$ cat src/rtl/id_ex_stage_pkg.sv
// Shared widths, ALU opcodes, forward-select encodings and the E-stage control bundle
// used by the ID/EX pipeline register.
package id_ex_stage_pkg;

    localparam int WORD_WIDTH    = 32;
    localparam int ALU_OP_LENGTH = 4;

    typedef logic [ALU_OP_LENGTH-1:0] alu_op_t;
    typedef logic [WORD_WIDTH-1:0]    word_t;

    // ALU_NOP must stay all-zero so a bubble drives a zero ALU result
    localparam alu_op_t ALU_NOP = 4'd0;
    localparam alu_op_t ALU_ADD = 4'd1;
    localparam alu_op_t ALU_SUB = 4'd2;
    localparam alu_op_t ALU_AND = 4'd3;
    localparam alu_op_t ALU_OR  = 4'd4;
    localparam alu_op_t ALU_XOR = 4'd5;
    localparam alu_op_t ALU_NOR = 4'd6;
    localparam alu_op_t ALU_SLT = 4'd7;
    localparam alu_op_t ALU_SLL = 4'd8;
    localparam alu_op_t ALU_SRL = 4'd9;
    localparam alu_op_t ALU_SRA = 4'd10;
    localparam alu_op_t ALU_LUI = 4'd11;

    localparam word_t ZEROWORD = 32'h0000_0000;

    typedef enum logic [1:0] {
        FWD_REG = 2'd0,
        FWD_M   = 2'd1,
        FWD_W   = 2'd2
    } fwd_sel_t;

    typedef struct packed {
        logic    valid;
        logic    reg_write;
        logic    mem_to_reg;
        logic    mem_write;
        logic    reg_dst;
        logic    alu_src_b_imm;
        logic    alu_src_a_shamt;
        alu_op_t alu_op;
    } ctrl_t;

    localparam ctrl_t CTRL_BUBBLE = '{
        valid:           1'b0,
        reg_write:       1'b0,
        mem_to_reg:      1'b0,
        mem_write:       1'b0,
        reg_dst:         1'b0,
        alu_src_b_imm:   1'b0,
        alu_src_a_shamt: 1'b0,
        alu_op:          ALU_NOP
    };

    function automatic word_t shamt_word(input logic [4:0] shamt);
        return {27'd0, shamt};
    endfunction

endpackage

$ cat src/rtl/id_ex_stage_if.sv
// Decode-side inputs, M/W forward sources and the execute-side outputs of the ID/EX stage.
interface id_ex_stage_if;
    import id_ex_stage_pkg::*;

    logic       stallE, flushE;
    logic       validD, regWriteD, memToRegD, memWriteD;
    logic       regDstD, aluSrcBImmD, aluSrcAShamtD;
    alu_op_t    aluOpD;
    logic [4:0] rsD, rtD, rdD, shamtD;
    word_t      rsDataD, rtDataD, immD;

    logic       regWriteM;
    logic [4:0] writeRegM;
    word_t      aluOutM;
    logic       regWriteW;
    logic [4:0] writeRegW;
    word_t      resultW;

    alu_op_t    aluOpE;
    word_t      SrcA, SrcB, writeDataE;
    logic [4:0] writeRegE, rsE, rtE;
    logic       validE, regWriteE, memToRegE, memWriteE;

    modport master (
        output stallE, flushE, validD, regWriteD, memToRegD, memWriteD,
               regDstD, aluSrcBImmD, aluSrcAShamtD, aluOpD,
               rsD, rtD, rdD, shamtD, rsDataD, rtDataD, immD,
               regWriteM, writeRegM, aluOutM, regWriteW, writeRegW, resultW,
        input  aluOpE, SrcA, SrcB, writeDataE, writeRegE, rsE, rtE,
               validE, regWriteE, memToRegE, memWriteE
    );

    modport slave (
        input  stallE, flushE, validD, regWriteD, memToRegD, memWriteD,
               regDstD, aluSrcBImmD, aluSrcAShamtD, aluOpD,
               rsD, rtD, rdD, shamtD, rsDataD, rtDataD, immD,
               regWriteM, writeRegM, aluOutM, regWriteW, writeRegW, resultW,
        output aluOpE, SrcA, SrcB, writeDataE, writeRegE, rsE, rtE,
               validE, regWriteE, memToRegE, memWriteE
    );

endinterface

$ cat src/rtl/id_ex_stage_fwd_sel.sv
// Per-operand forwarding: compares one specifier against the M and W destinations
// and picks the newest value; M beats W and $0 is never forwarded.
module id_ex_stage_fwd_sel
    import id_ex_stage_pkg::*;
(
    input  logic [4:0] spec,
    input  word_t      reg_data,
    input  logic       reg_write_m,
    input  logic [4:0] write_reg_m,
    input  word_t      alu_out_m,
    input  logic       reg_write_w,
    input  logic [4:0] write_reg_w,
    input  word_t      result_w,
    output word_t      fwd_data
);

    fwd_sel_t sel_s;

    // Forward source priority decision
    always_comb begin
        sel_s = FWD_REG;
        if (reg_write_m && (write_reg_m != 5'd0) && (write_reg_m == spec)) begin
            sel_s = FWD_M;
        end else if (reg_write_w && (write_reg_w != 5'd0) && (write_reg_w == spec)) begin
            sel_s = FWD_W;
        end else begin
            sel_s = FWD_REG;
        end
    end

    // 3:1 operand mux
    always_comb begin
        fwd_data = reg_data;
        case (sel_s)
            FWD_M:   fwd_data = alu_out_m;
            FWD_W:   fwd_data = result_w;
            default: fwd_data = reg_data;
        endcase
    end

endmodule

$ cat src/rtl/id_ex_stage.sv
// ID/EX pipeline register with stall/flush, plus forwarding and ALU operand selection
// for the execute stage.
module id_ex_stage
    import id_ex_stage_pkg::*;
(
    input  logic          clk,
    input  logic          rst_n,
    id_ex_stage_if.slave  bus
);

    ctrl_t      ctrl_r;
    logic [4:0] rs_r, rt_r, rd_r, shamt_r;
    word_t      rs_data_r, rt_data_r, imm_r;
    word_t      fwd_rs_s, fwd_rt_s;

    id_ex_stage_fwd_sel u_fwd_rs (
        .spec        (rs_r),
        .reg_data    (rs_data_r),
        .reg_write_m (bus.regWriteM),
        .write_reg_m (bus.writeRegM),
        .alu_out_m   (bus.aluOutM),
        .reg_write_w (bus.regWriteW),
        .write_reg_w (bus.writeRegW),
        .result_w    (bus.resultW),
        .fwd_data    (fwd_rs_s)
    );

    id_ex_stage_fwd_sel u_fwd_rt (
        .spec        (rt_r),
        .reg_data    (rt_data_r),
        .reg_write_m (bus.regWriteM),
        .write_reg_m (bus.writeRegM),
        .alu_out_m   (bus.aluOutM),
        .reg_write_w (bus.regWriteW),
        .write_reg_w (bus.writeRegW),
        .result_w    (bus.resultW),
        .fwd_data    (fwd_rt_s)
    );

    // E register: reset, then bubble, then hold with refreshed operands, then load
    always_ff @(posedge clk or negedge rst_n) begin
        if (!rst_n) begin
            ctrl_r    <= CTRL_BUBBLE;
            rs_r      <= 5'd0;
            rt_r      <= 5'd0;
            rd_r      <= 5'd0;
            shamt_r   <= 5'd0;
            rs_data_r <= ZEROWORD;
            rt_data_r <= ZEROWORD;
            imm_r     <= ZEROWORD;
        end else if (bus.flushE) begin
            ctrl_r    <= CTRL_BUBBLE;
            rs_r      <= 5'd0;
            rt_r      <= 5'd0;
            rd_r      <= 5'd0;
            shamt_r   <= 5'd0;
            rs_data_r <= ZEROWORD;
            rt_data_r <= ZEROWORD;
            imm_r     <= ZEROWORD;
        end else if (bus.stallE) begin
            // a W producer retiring during the stall must not be lost
            rs_data_r <= fwd_rs_s;
            rt_data_r <= fwd_rt_s;
        end else begin
            ctrl_r.valid           <= bus.validD;
            ctrl_r.reg_write       <= bus.regWriteD & bus.validD;
            ctrl_r.mem_to_reg      <= bus.memToRegD & bus.validD;
            ctrl_r.mem_write       <= bus.memWriteD & bus.validD;
            ctrl_r.reg_dst         <= bus.regDstD;
            ctrl_r.alu_src_b_imm   <= bus.aluSrcBImmD;
            ctrl_r.alu_src_a_shamt <= bus.aluSrcAShamtD;
            ctrl_r.alu_op          <= bus.aluOpD;
            rs_r                   <= bus.rsD;
            rt_r                   <= bus.rtD;
            rd_r                   <= bus.rdD;
            shamt_r                <= bus.shamtD;
            rs_data_r              <= bus.rsDataD;
            rt_data_r              <= bus.rtDataD;
            imm_r                  <= bus.immD;
        end
    end

    assign bus.SrcA       = ctrl_r.alu_src_a_shamt ? shamt_word(shamt_r) : fwd_rs_s;
    assign bus.SrcB       = ctrl_r.alu_src_b_imm ? imm_r : fwd_rt_s;
    assign bus.writeDataE = fwd_rt_s;
    assign bus.writeRegE  = ctrl_r.reg_dst ? rd_r : rt_r;
    assign bus.aluOpE     = ctrl_r.alu_op;
    assign bus.rsE        = rs_r;
    assign bus.rtE        = rt_r;
    assign bus.validE     = ctrl_r.valid;
    assign bus.regWriteE  = ctrl_r.reg_write;
    assign bus.memToRegE  = ctrl_r.mem_to_reg;
    assign bus.memWriteE  = ctrl_r.mem_write;

endmodule

$ cat src/flat_wrapper.sv
// flat-port wrapper written by rule: the top's interface ports become plain ports
module id_ex_stage_flat import id_ex_stage_pkg::*;
  (clk, rst_n, bus_stallE, bus_flushE, bus_validD, bus_regWriteD, bus_memToRegD, bus_memWriteD, bus_regDstD, bus_aluSrcBImmD, bus_aluSrcAShamtD, bus_aluOpD, bus_rsD, bus_rtD, bus_rdD, bus_shamtD, bus_rsDataD, bus_rtDataD, bus_immD, bus_regWriteM, bus_writeRegM, bus_aluOutM, bus_regWriteW, bus_writeRegW, bus_resultW, bus_aluOpE, bus_SrcA, bus_SrcB, bus_writeDataE, bus_writeRegE, bus_rsE, bus_rtE, bus_validE, bus_regWriteE, bus_memToRegE, bus_memWriteE);
  id_ex_stage_if bus_i ();
  input  logic clk;
  input  logic rst_n;
  input wire logic [$bits(bus_i.stallE)-1:0] bus_stallE;
  input wire logic [$bits(bus_i.flushE)-1:0] bus_flushE;
  input wire logic [$bits(bus_i.validD)-1:0] bus_validD;
  input wire logic [$bits(bus_i.regWriteD)-1:0] bus_regWriteD;
  input wire logic [$bits(bus_i.memToRegD)-1:0] bus_memToRegD;
  input wire logic [$bits(bus_i.memWriteD)-1:0] bus_memWriteD;
  input wire logic [$bits(bus_i.regDstD)-1:0] bus_regDstD;
  input wire logic [$bits(bus_i.aluSrcBImmD)-1:0] bus_aluSrcBImmD;
  input wire logic [$bits(bus_i.aluSrcAShamtD)-1:0] bus_aluSrcAShamtD;
  input wire logic [$bits(bus_i.aluOpD)-1:0] bus_aluOpD;
  input wire logic [$bits(bus_i.rsD)-1:0] bus_rsD;
  input wire logic [$bits(bus_i.rtD)-1:0] bus_rtD;
  input wire logic [$bits(bus_i.rdD)-1:0] bus_rdD;
  input wire logic [$bits(bus_i.shamtD)-1:0] bus_shamtD;
  input wire logic [$bits(bus_i.rsDataD)-1:0] bus_rsDataD;
  input wire logic [$bits(bus_i.rtDataD)-1:0] bus_rtDataD;
  input wire logic [$bits(bus_i.immD)-1:0] bus_immD;
  input wire logic [$bits(bus_i.regWriteM)-1:0] bus_regWriteM;
  input wire logic [$bits(bus_i.writeRegM)-1:0] bus_writeRegM;
  input wire logic [$bits(bus_i.aluOutM)-1:0] bus_aluOutM;
  input wire logic [$bits(bus_i.regWriteW)-1:0] bus_regWriteW;
  input wire logic [$bits(bus_i.writeRegW)-1:0] bus_writeRegW;
  input wire logic [$bits(bus_i.resultW)-1:0] bus_resultW;
  output wire logic [$bits(bus_i.aluOpE)-1:0] bus_aluOpE;
  output wire logic [$bits(bus_i.SrcA)-1:0] bus_SrcA;
  output wire logic [$bits(bus_i.SrcB)-1:0] bus_SrcB;
  output wire logic [$bits(bus_i.writeDataE)-1:0] bus_writeDataE;
  output wire logic [$bits(bus_i.writeRegE)-1:0] bus_writeRegE;
  output wire logic [$bits(bus_i.rsE)-1:0] bus_rsE;
  output wire logic [$bits(bus_i.rtE)-1:0] bus_rtE;
  output wire logic [$bits(bus_i.validE)-1:0] bus_validE;
  output wire logic [$bits(bus_i.regWriteE)-1:0] bus_regWriteE;
  output wire logic [$bits(bus_i.memToRegE)-1:0] bus_memToRegE;
  output wire logic [$bits(bus_i.memWriteE)-1:0] bus_memWriteE;
  assign bus_i.stallE = bus_stallE;
  assign bus_i.flushE = bus_flushE;
  assign bus_i.validD = bus_validD;
  assign bus_i.regWriteD = bus_regWriteD;
  assign bus_i.memToRegD = bus_memToRegD;
  assign bus_i.memWriteD = bus_memWriteD;
  assign bus_i.regDstD = bus_regDstD;
  assign bus_i.aluSrcBImmD = bus_aluSrcBImmD;
  assign bus_i.aluSrcAShamtD = bus_aluSrcAShamtD;
  assign bus_i.aluOpD = bus_aluOpD;
  assign bus_i.rsD = bus_rsD;
  assign bus_i.rtD = bus_rtD;
  assign bus_i.rdD = bus_rdD;
  assign bus_i.shamtD = bus_shamtD;
  assign bus_i.rsDataD = bus_rsDataD;
  assign bus_i.rtDataD = bus_rtDataD;
  assign bus_i.immD = bus_immD;
  assign bus_i.regWriteM = bus_regWriteM;
  assign bus_i.writeRegM = bus_writeRegM;
  assign bus_i.aluOutM = bus_aluOutM;
  assign bus_i.regWriteW = bus_regWriteW;
  assign bus_i.writeRegW = bus_writeRegW;
  assign bus_i.resultW = bus_resultW;
  assign bus_aluOpE = bus_i.aluOpE;
  assign bus_SrcA = bus_i.SrcA;
  assign bus_SrcB = bus_i.SrcB;
  assign bus_writeDataE = bus_i.writeDataE;
  assign bus_writeRegE = bus_i.writeRegE;
  assign bus_rsE = bus_i.rsE;
  assign bus_rtE = bus_i.rtE;
  assign bus_validE = bus_i.validE;
  assign bus_regWriteE = bus_i.regWriteE;
  assign bus_memToRegE = bus_i.memToRegE;
  assign bus_memWriteE = bus_i.memWriteE;
  id_ex_stage u_core (.clk(clk), .rst_n(rst_n), .bus(bus_i));
endmodule
$ cat config.mk
export PLATFORM = sky130hd
export DESIGN_NAME = id_ex_stage_flat
export DESIGN_NICKNAME = d
export VERILOG_FILES = /design/src/rtl/id_ex_stage_pkg.sv /design/src/rtl/id_ex_stage_if.sv /design/src/rtl/id_ex_stage_fwd_sel.sv /design/src/rtl/id_ex_stage.sv /design/src/flat_wrapper.sv
export SDC_FILE = /design/constraint.sdc
export NUM_CORES = 1
export LEC_CHECK = 0
export ABC_AREA = 1
export CAP_MARGIN = 20
export CELL_PAD_IN_SITES_DETAIL_PLACEMENT = 1
export CELL_PAD_IN_SITES_GLOBAL_PLACEMENT = 1
export CORE_MARGIN = 5
export CORE_UTILIZATION = 34
export CTS_BUF_LIST = sky130_fd_sc_hd__clkbuf_4
export CTS_CLUSTER_SIZE = 8
export DETAILED_ROUTE_END_ITERATION = 7
export PLACE_DENSITY = 0.95
export SETUP_SLACK_MARGIN = 0.05
export SYNTH_ARGS = -nofsm -noshare
export SYNTH_HDL_FRONTEND = slang
export SYNTH_SLANG_ARGS = --single-unit
$ cat constraint.sdc
create_clock -name clk -period 4.55 [get_ports clk]
set_input_delay 0.91 -clock clk [delete_from_list [all_inputs] [get_ports clk]]
set_output_delay 0.91 -clock clk [all_outputs]
set_load 0.005 [all_outputs]
# Word level (Yosys, flattened, before mapping)
# Cells that the tools add are included.
dict set report classes {
  reduce_logical 8
  mux 25
  n_bitwise 3
  n_eq_ne 9
}
# op count
set ops {}
lappend ops {{2-to-1 mux 32 bit} 8}
lappend ops {{one-hot mux 32 bit (2 select lines)} 2}
lappend ops {{2-to-1 mux 5 bit} 9}
lappend ops {{2-to-1 mux 11 bit} 2}
lappend ops {{== test 5 bit} 4}
lappend ops {{nonzero test 5 bit} 2}
lappend ops {{2-to-1 mux 2 bit} 4}
lappend ops {{logical AND 1 bit} 6}
lappend ops {{== test 2 x 1 -> 1 bit, second input constant} 2}
lappend ops {{== test 2 bit, second input constant} 2}
lappend ops {{AND 1 bit} 3}
lappend ops {{!= test 2 x 1 -> 1 bit, second input constant} 1}
dict set report word_totals {
  out_inout_bits 119
  word_cells 60
  reg_bits 127
  input_bits 207
}

# Depth between registers and ports, before layout
# Gate-level depths: netlist (run 1).
dict set report logic_depth {
  word_depth 9
  ltp_mapped 12
  ltp_nobuf 10
}

# Cells and area by module
# Synthesis (run 1) repeated with hierarchy kept, for this count alone.
dict set report unflattened {
  hier_cells 1084
  hier_area_um2 8171.6
}
# mod seq_area_each_um2 cells_each n_inst area_each_um2
set by_module_without_submodules {}
lappend by_module_without_submodules {id_ex_stage 3178.0 666 1 5388.9}
lappend by_module_without_submodules {id_ex_stage_fwd_sel 0.0 209 2 1391.3}

# Least setup slack after synthesis (run 1)
# No wires, ideal clock.
dict set report synth_timing {
  path_type {input -> output}
  start {input port bus_writeRegW[0]}
  end {output port bus_SrcB[11]}
  arrival_time_ns 1.945
  n_path_buf 2
  path_stages 11
  slack_ns 1.695
  required_time_ns 3.640
  cell_sequence {buf_6 > nor2_1 > nand3_1 > nand2_2 > inv_2 > nand3_2 > buf_4 > nand3_2 > nand3_2 > nand2_1 > nand2_1}
}
dict set report synth_between {
  elab_chain_len 8
  elab_cells_between_ends 10
  classes_between {eq/ne: 3; mux: 4; reduce/logical: 3}
}
# item line
set synth_rtl {}
lappend synth_rtl {{from (decl)} flat_wrapper.sv:28} ;# input wire logic [$bits(bus_i.writeRegW)-1:0] bus_writeRegW;
lappend synth_rtl {{nonzero test 5 bit} id_ex_stage_fwd_sel.sv:24} ;# end else if (reg_write_w && (write_reg_w != 5'd0) && (write_reg_w == spec)) begin
lappend synth_rtl {{logical AND 1 bit} id_ex_stage_fwd_sel.sv:24}
lappend synth_rtl {{logical AND 1 bit (*)} id_ex_stage_fwd_sel.sv:24}
lappend synth_rtl {{2-to-1 mux 2 bit (*)} id_ex_stage_fwd_sel.sv:24}
lappend synth_rtl {{2-to-1 mux 2 bit (*)} id_ex_stage_fwd_sel.sv:22} ;# if (reg_write_m && (write_reg_m != 5'd0) && (write_reg_m == spec)) begin
lappend synth_rtl {{== test 2 bit / == test 2 x 1 -> 1 bit (equally long branches)} id_ex_stage_fwd_sel.sv:34} ;# case (sel_s)
lappend synth_rtl {{one-hot mux 32 bit (2 select lines) (*)} id_ex_stage_fwd_sel.sv:34}
lappend synth_rtl {{via bus_writeDataE[11]} flat_wrapper.sv:33} ;# output wire logic [$bits(bus_i.writeDataE)-1:0] bus_writeDataE;
lappend synth_rtl {{2-to-1 mux 32 bit (*)} id_ex_stage.sv:84} ;# assign bus.SrcB = ctrl_r.alu_src_b_imm ? imm_r : fwd_rt_s;
lappend synth_rtl {{to (decl)} flat_wrapper.sv:32} ;# output wire logic [$bits(bus_i.SrcB)-1:0] bus_SrcB;
# Mark *: on every way through the listed nets, which the timed path passes. The rest lies on a longest branch.

# Worst setup path after layout (run 1)
dict set report layout_timing {
  start {input port bus_writeRegW[0]}
  end {output port bus_SrcA[2]}
}
dict set report layout_between {
  elab_chain_len 8
  elab_cells_between_ends 10
  classes_between {eq/ne: 3; mux: 4; reduce/logical: 3}
}
# item line
set layout_rtl {}
lappend layout_rtl {{nonzero test 5 bit} id_ex_stage_fwd_sel.sv:24}
lappend layout_rtl {{logical AND 1 bit} id_ex_stage_fwd_sel.sv:24}
lappend layout_rtl {{logical AND 1 bit (*)} id_ex_stage_fwd_sel.sv:24}
lappend layout_rtl {{2-to-1 mux 2 bit (*)} id_ex_stage_fwd_sel.sv:24}
lappend layout_rtl {{2-to-1 mux 2 bit (*)} id_ex_stage_fwd_sel.sv:22}
lappend layout_rtl {{== test 2 bit / == test 2 x 1 -> 1 bit (equally long branches)} id_ex_stage_fwd_sel.sv:34}
lappend layout_rtl {{one-hot mux 32 bit (2 select lines) (*)} id_ex_stage_fwd_sel.sv:34}
lappend layout_rtl {{2-to-1 mux 32 bit (*)} id_ex_stage.sv:83} ;# assign bus.SrcA = ctrl_r.alu_src_a_shamt ? shamt_word(shamt_r) : fwd_rs_s;
lappend layout_rtl {{to (decl)} flat_wrapper.sv:31} ;# output wire logic [$bits(bus_i.SrcA)-1:0] bus_SrcA;
# Mark *: on every way between the ends. The rest lies on a longest branch, timed or not.

==> impl_metrics.json, run 1 <==
{
  "fmax_mhz": 232,
  "core_area_sq_um": 23300,
  "wl_per_cell_um": 22.5,
  "grt_use_total_pct": 27.3,
  "yosysMostFrequentCell": "nand2_1",
  "synth_edf_count": 0,
  "syn2layout_area_growth_pct": 48.8,
  "die_w_um": 164,
  "cts_resized": 0,
  "synth_cell_types": 28,
  "io_buffers": 325,
  "cp-start-kind": "input port",
  "setup_viol": 0,
  "htree_num_levels": 4,
  "syn_inst": 1041,
  "via_per_inst": 5.30,
  "tightest_slew_ns": 0.859,
  "yosys_most_used_dff": "dfrtp_1",
  "gp_congestion": 0.959,
  "rows": 56,
  "relSlewSlack_pct": 42.7,
  "postCtsSetupBuffers": 0,
  "cts_sinks": 127,
  "worst_ep_arrival_time_ns": 3.40,
  "drive_above_1_share_pct": 11.3,
  "finalNonFillerCells": 1670,
  "vias": 8854,
  "yosys.area.top_type": "dfrtp_1",
  "ys_ff_latch": 127,
  "p_per_area_nw_per_um2": 249,
  "syn_area_per_cell_sq_um": 7.71,
  "status": "completed",
  "fin_skew_ns": 0.0251,
  "p_leak_nw": 5.66,
  "yosysSeqAreaShare_pct": 39.6,
  "netlist_area_sq_um": 8020,
  "grt_max_degree": 85,
  "grt_pass1_vias": 9295,
  "boundaryPins": 326,
  "root_buffer": "clkbuf_4",
  "grt_pass1_wl_mm": 55.8,
  "worst_hold_path_type": "in2async",
  "finalSetupTns_ns": 0,
  "die_area_sq_um": 26800,
  "start_util_pct": 34.4,
  "synthTopCellsByCount": "nand2_1 (338), nand3_1 (163), dfrtp_1 (127)",
  "yosysTopAreaCellShare_pct": 39.6,
  "min_period_ns": 4.31,
  "synth_fp_nets": 1248,
  "worstPathRequired_ns": 3.64,
  "async_reset_ff_share_pct": 100,
  "tritoncts": "done",
  "postPlaceCellArea_sq_um": 11600,
  "antenna_found_initial": 6,
  "cap_violations": 0,
  "dpl.hpwl_mm": 29.2,
  "postCtsHoldBufs": 0,
  "cts_buffers": 17,
  "irDropWorstVdd_v": 0.000163,
  "ys.warnings.count": 0,
  "clock_latency_ns": 0.56,
  "synthTopCellsByArea": "dfrtp_1 (40%), nand2_1 (16%), nand3_1 (10%), nand3_2 (9.1%), a22o_1 (5.4%)",
  "fillers": 2793,
  "drt-total-wl_mm": 37.6,
  "drc": 0,
  "slew_violations": 0,
  "path_class": "in2out",
  "path_max_fanout": 7,
  "finalCritPeriodShare_pct": 94.8,
  "die_h_um": 164,
  "gr-total-overflow": 0,
  "dp_cells": 1630,
  "worst_r2r_path_depth": 10,
  "clk_pin_slew_ns": 0.14,
  "postRouteAntennaNets": 0,
  "postLayoutCellArea_sq_um": 11900,
  "drt-initial-drc-count": 642,
  "cts_buffer_depth": 2,
  "crit_path_end_kind": "output pin",
  "final_hold_viol_count": 0,
  "rsz0062_at_grt": "false",
  "drt_first_pass_iters": 7,
  "layout.nets": 1539
}
-- path summary, 6_finish.rpt --
check,startpoint,to,slack (ns)
worst max-delay path,bus_writeRegW[0],bus_SrcA[2],0.24
worst min-delay path,rst_n,u_core.bus.rsE[1],0.40
worst max register to register,u_core.bus.rsE[0],u_core.rs_data_r[30],2.56
worst min register to register,u_core.imm_r[6],u_core.imm_r[6],0.52
max in group asynchronous,rst_n,u_core.rt_data_r[4],3.24
min in group clk,u_core.imm_r[6],u_core.imm_r[6],0.52
-- flip-flops by register name, indices dropped and copies added (netlist names) --
name                  cells
u_core.bus.aluOpE         4
u_core.bus.memToRegE      1
u_core.bus.memWriteE      1
u_core.bus.regWriteE      1
u_core.bus.rsE            5
u_core.bus.rtE            5
u_core.bus.validE         1
u_core.ctrl_r             3
u_core.imm_r             32
u_core.rd_r               5
u_core.rs_data_r         32
u_core.rt_data_r         32
u_core.shamt_r            5
-- layout by cell type (no fill, tap or decap) --
| master | netlist | final |
|---|---|---|
| nand2_1 | 338 | 338 |
| nor2_1 | 39 | 38 |
| inv_1 | 69 | 69 |
| inv_4 | 1 | 1 |
| nor2_4 | 2 | 4 |
| buf_12 | 0 | 14 |
| a32o_1 | 3 | 3 |
| nand3_1 | 163 | 163 |
| nand4_1 | 28 | 28 |
| a22o_1 | 49 | 49 |
| bufinv_16 | 0 | 2 |
| nand2_2 | 2 | 2 |
| clkbuf_4 | 0 | 18 |
| dfrtp_1 | 127 | 127 |
| nor2_2 | 4 | 3 |
| xnor2_1 | 6 | 6 |
| nor2b_1 | 2 | 2 |
| diode_2 | 0 | 6 |
| nor3_4 | 1 | 2 |
| o21ai_0 | 16 | 16 |
| buf_6 | 10 | 1 |
| xor2_2 | 1 | 1 |
| nand3_4 | 1 | 1 |
| inv_6 | 0 | 6 |
| xor2_1 | 3 | 3 |
| inv_2 | 6 | 6 |
| nand3_2 | 73 | 73 |
| nand3b_1 | 27 | 27 |
| clkdlybuf4s50_1 | 0 | 324 |
| inv_8 | 0 | 3 |
| clkinvlp_4 | 0 | 3 |
| buf_4 | 15 | 11 |
| buf_16 | 0 | 1 |
-- logic make-up after synthesis --
logic type                Yosys count  share of synthesized area, %
AOI/OAI and AO/OA                  68                          6.72
and+or+nand+nor                   681                          43.1
DFF                               127                          39.6
xor gates and xnor gates           10                          1.19
buffers and inverters             155                          9.39
-- critical path, cell delays in order --
cell and delay [ns]:
clkdlybuf4s50_1 0.61, inv_1 0.10, nand2_1 0.07, nand2_1 0.06, nor2_1 0.12, nand3_1 0.09, nor2_2 0.42, nand3_1 0.14
nand3_1 0.19, nand2_1 0.08, nand2_1 0.07, clkdlybuf4s50_1 0.55
-- routing by layer --
| layer | GRT usage [%] | wire [um] | up-vias |
|---|---|---|---|
| met5 | 0 | 0 | - |
| li1 | - | - | 4043 |
| met1 | 36.2 | 15700 | 4411 |
| met3 | 5.73 | 2540 | 60 |
| met4 | 8.39 | 839 | 0 |
| met2 | 44.9 | 18500 | 340 |
-- stage by stage --
stage	hold slack [ns]	worst slack (ns)	total power [W]	utilization (%)
finish	0.395	0.236	0.00297	51.2
global route	0.415	0.0644	0.00311	51.2
CTS	0.420	0.166	0.00298	50.9
detailed placement	0.482	0.184	0.00209	49.6
global placement	0.475	0.248	0.00206	49.6
floorplan	0.464	1.69	0.00156	-
-- where the power goes --
group	internal, W	switching [W]	leakage (nW)
clock	0.000353	0.000542	0.157
sequential	0.00119	0.0000407	1.69
combinational	0.000434	0.000410	3.81
-- layout make-up --
cell class	count	area (sq um)	share of cell area, %
clock inverter	14	169	1.41
inverter	76	288	2.41
clock buffer	18	135	1.13
antenna	6	15.0	0.126
tap	319	399	3.34
sequential	127	3180	26.6
timing repair buffer	351	3640	30.5
multi-input combinational	759	4110	34.4
Note: power is estimated with default switching activity, not from simulation.
==> run 2: changes to the inputs <==
Settings changed: CORE_UTILIZATION 34 to 50, DONT_BUFFER_PORTS set to 1.
==> impl_metrics.json, run 2 (same netlist as run 1, synthesis figures left out) <==
{
  "grt_use_total_pct": 32.1,
  "crit_chain": "inv_2, nand2_1, nand2_1, nand2_1, nor2_1, nand3_2, nand3_1, nand3_2, nand2_1, nand2_1",
  "start_util_pct": 50.7,
  "layout.nets": 1204,
  "cts_buffer_depth": 2,
  "crit_buf_inv": 1,
  "top_regs": "u_core.imm_r: 32 flops, u_core.rs_data_r: 32 flops, u_core.rt_data_r: 32 flops",
  "p_per_area_nw_per_um2": 305,
  "die_w_um": 137,
  "post-place-ws_ns": 0.830,
  "worst_ep_arrival_time_ns": 3.05,
  "core_area_sq_um": 15800,
  "crit_path_end_kind": "output pin",
  "mostFrequentLayoutCells": "nand2_1 (338), nand3_1 (163), dfrtp_1 (127)",
  "wl_met3_mm": 2.96,
  "crit_family": "simple AND/OR/NAND/NOR gates",
  "clk_pin_slew_ns": 0.14,
  "clock_latency_ns": 0.56,
  "grt_max_degree": 119,
  "cp-start-kind": "flip-flop",
  "tritoncts": "done",
  "grt_pass1_wl_mm": 45.4,
  "boundaryPins": 326,
  "p_leak_nw": 4.34,
  "root_buffer": "clkbuf_4",
  "cts_sinks": 127,
  "status": "completed",
  "dr_wl_met2_mm": 13.7,
  "topRoutingLayerUsed": "met4",
  "path_class": "reg2out",
  "crit_top_cell": "nand2_1",
  "drt_first_pass_iters": 7,
  "drc": 0,
  "setup_ws_ns": 0.595,
  "slowest_stage": "nand3_2",
  "finalSetupTns_ns": 0,
  "slew_violations": 0,
  "tightest_slew_ns": 0.933,
  "relSlewSlack_pct": 37.7,
  "die_area_sq_um": 18700,
  "final_common_cell": "nand2_1",
  "irDropWorstVdd_v": 0.000185,
  "slowest_delay_ns": 0.71,
  "htree_num_levels": 4,
  "setup_viol": 0,
  "wl_met1_mm": 12.7,
  "syn2layout_area_growth_pct": 4.12,
  "finalCritPeriodShare_pct": 86.9,
  "antenna_found_initial": 1,
  "io_buffers": 0,
  "rsz0062_at_grt": "false",
  "min_period_ns": 3.96,
  "vias": 7574,
  "drt-initial-drc-count": 645,
  "gp_congestion": 0.961,
  "drive_above_1_share_pct": 13.9,
  "path_max_fanout": 32,
  "drt-total-wl_mm": 30.5,
  "cts_resized": 0,
  "fin_skew_ns": 0.0162,
  "via_per_inst": 6.17,
  "die_h_um": 137,
  "rows": 46,
  "final_hold_viol_count": 0,
  "postRouteAntennaNets": 0,
  "wl_per_cell_um": 24.8,
  "cap_violations": 0,
  "gr-total-overflow": 0,
  "cts_buffers": 17,
  "worst_hold_path_type": "in2async",
  "dpl.hpwl_mm": 22.9,
  "fmax_mhz": 253,
  "worstPathRequired_ns": 3.64,
  "grt_pass1_vias": 7490
}
run 2: cell type report:
type | instances | area (sq um)
fill | 1970 | 7480
multi-input combinational | 759 | 4110
sequential | 127 | 3180
inverter | 76 | 288
tap | 216 | 270
timing repair buffer | 16 | 200
clock inverter | 14 | 169
clock buffer | 18 | 135
antenna | 1 | 2.50
run 2: report_power, final:
part           leakage, nW  internal (W)  switching (W)
logic                 2.50      0.000133       0.000305
registers             1.69       0.00119      0.0000424
clock network        0.157      0.000353       0.000520
run 2: path summary, 6_finish.rpt:
check / slack, ns / end / cells after the start / from
worst max-delay path: 0.59 / bus_SrcB[10] / 10 / u_core.bus.rtE[1]
worst min register to register: 0.52 / u_core.imm_r[8] / 1 / u_core.imm_r[8]
worst max register to register: 1.99 / u_core.rt_data_r[19] / 10 / u_core.bus.rtE[1]
min in group clk: 0.45 / u_core.rs_data_r[23] / 2 / bus_rsDataD[23]
worst min-delay path: 0.30 / u_core.imm_r[23] / 1 / rst_n
max in group asynchronous: 3.42 / u_core.rt_data_r[14] / 1 / rst_n
run 2: what timing repair did:
action	CTS	global route
hold buffers	2	0
setup buffers	0	0
endpoints found under the hold margin	118	0
run 2: per-stage QoR:
step	area (sq um)	power [W]	cells	util, %	hold slack (ns)
6_report	8350	0.00255	1227	52.8	0.295
5_1_grt	8350	0.00266	1227	52.8	0.296
4_1_cts	8320	0.00255	1225	52.6	0.283
3_5_place_dp	7980	0.00166	1191	50.4	0.481
3_3_place_gp	7980	0.00164	1191	50.4	0.482
2_1_floorplan	8020	0.00156	1041	-	0.464
run 2: metal layers:
| layer | vias to the layer above | GRT usage, % |
|---|---|---|
| met4 | 0 | 12.2 |
| li1 | 3360 | - |
| met2 | 432 | 47.7 |
| met1 | 3713 | 44.8 |
| met3 | 69 | 8.60 |
| met5 | - | 0 |
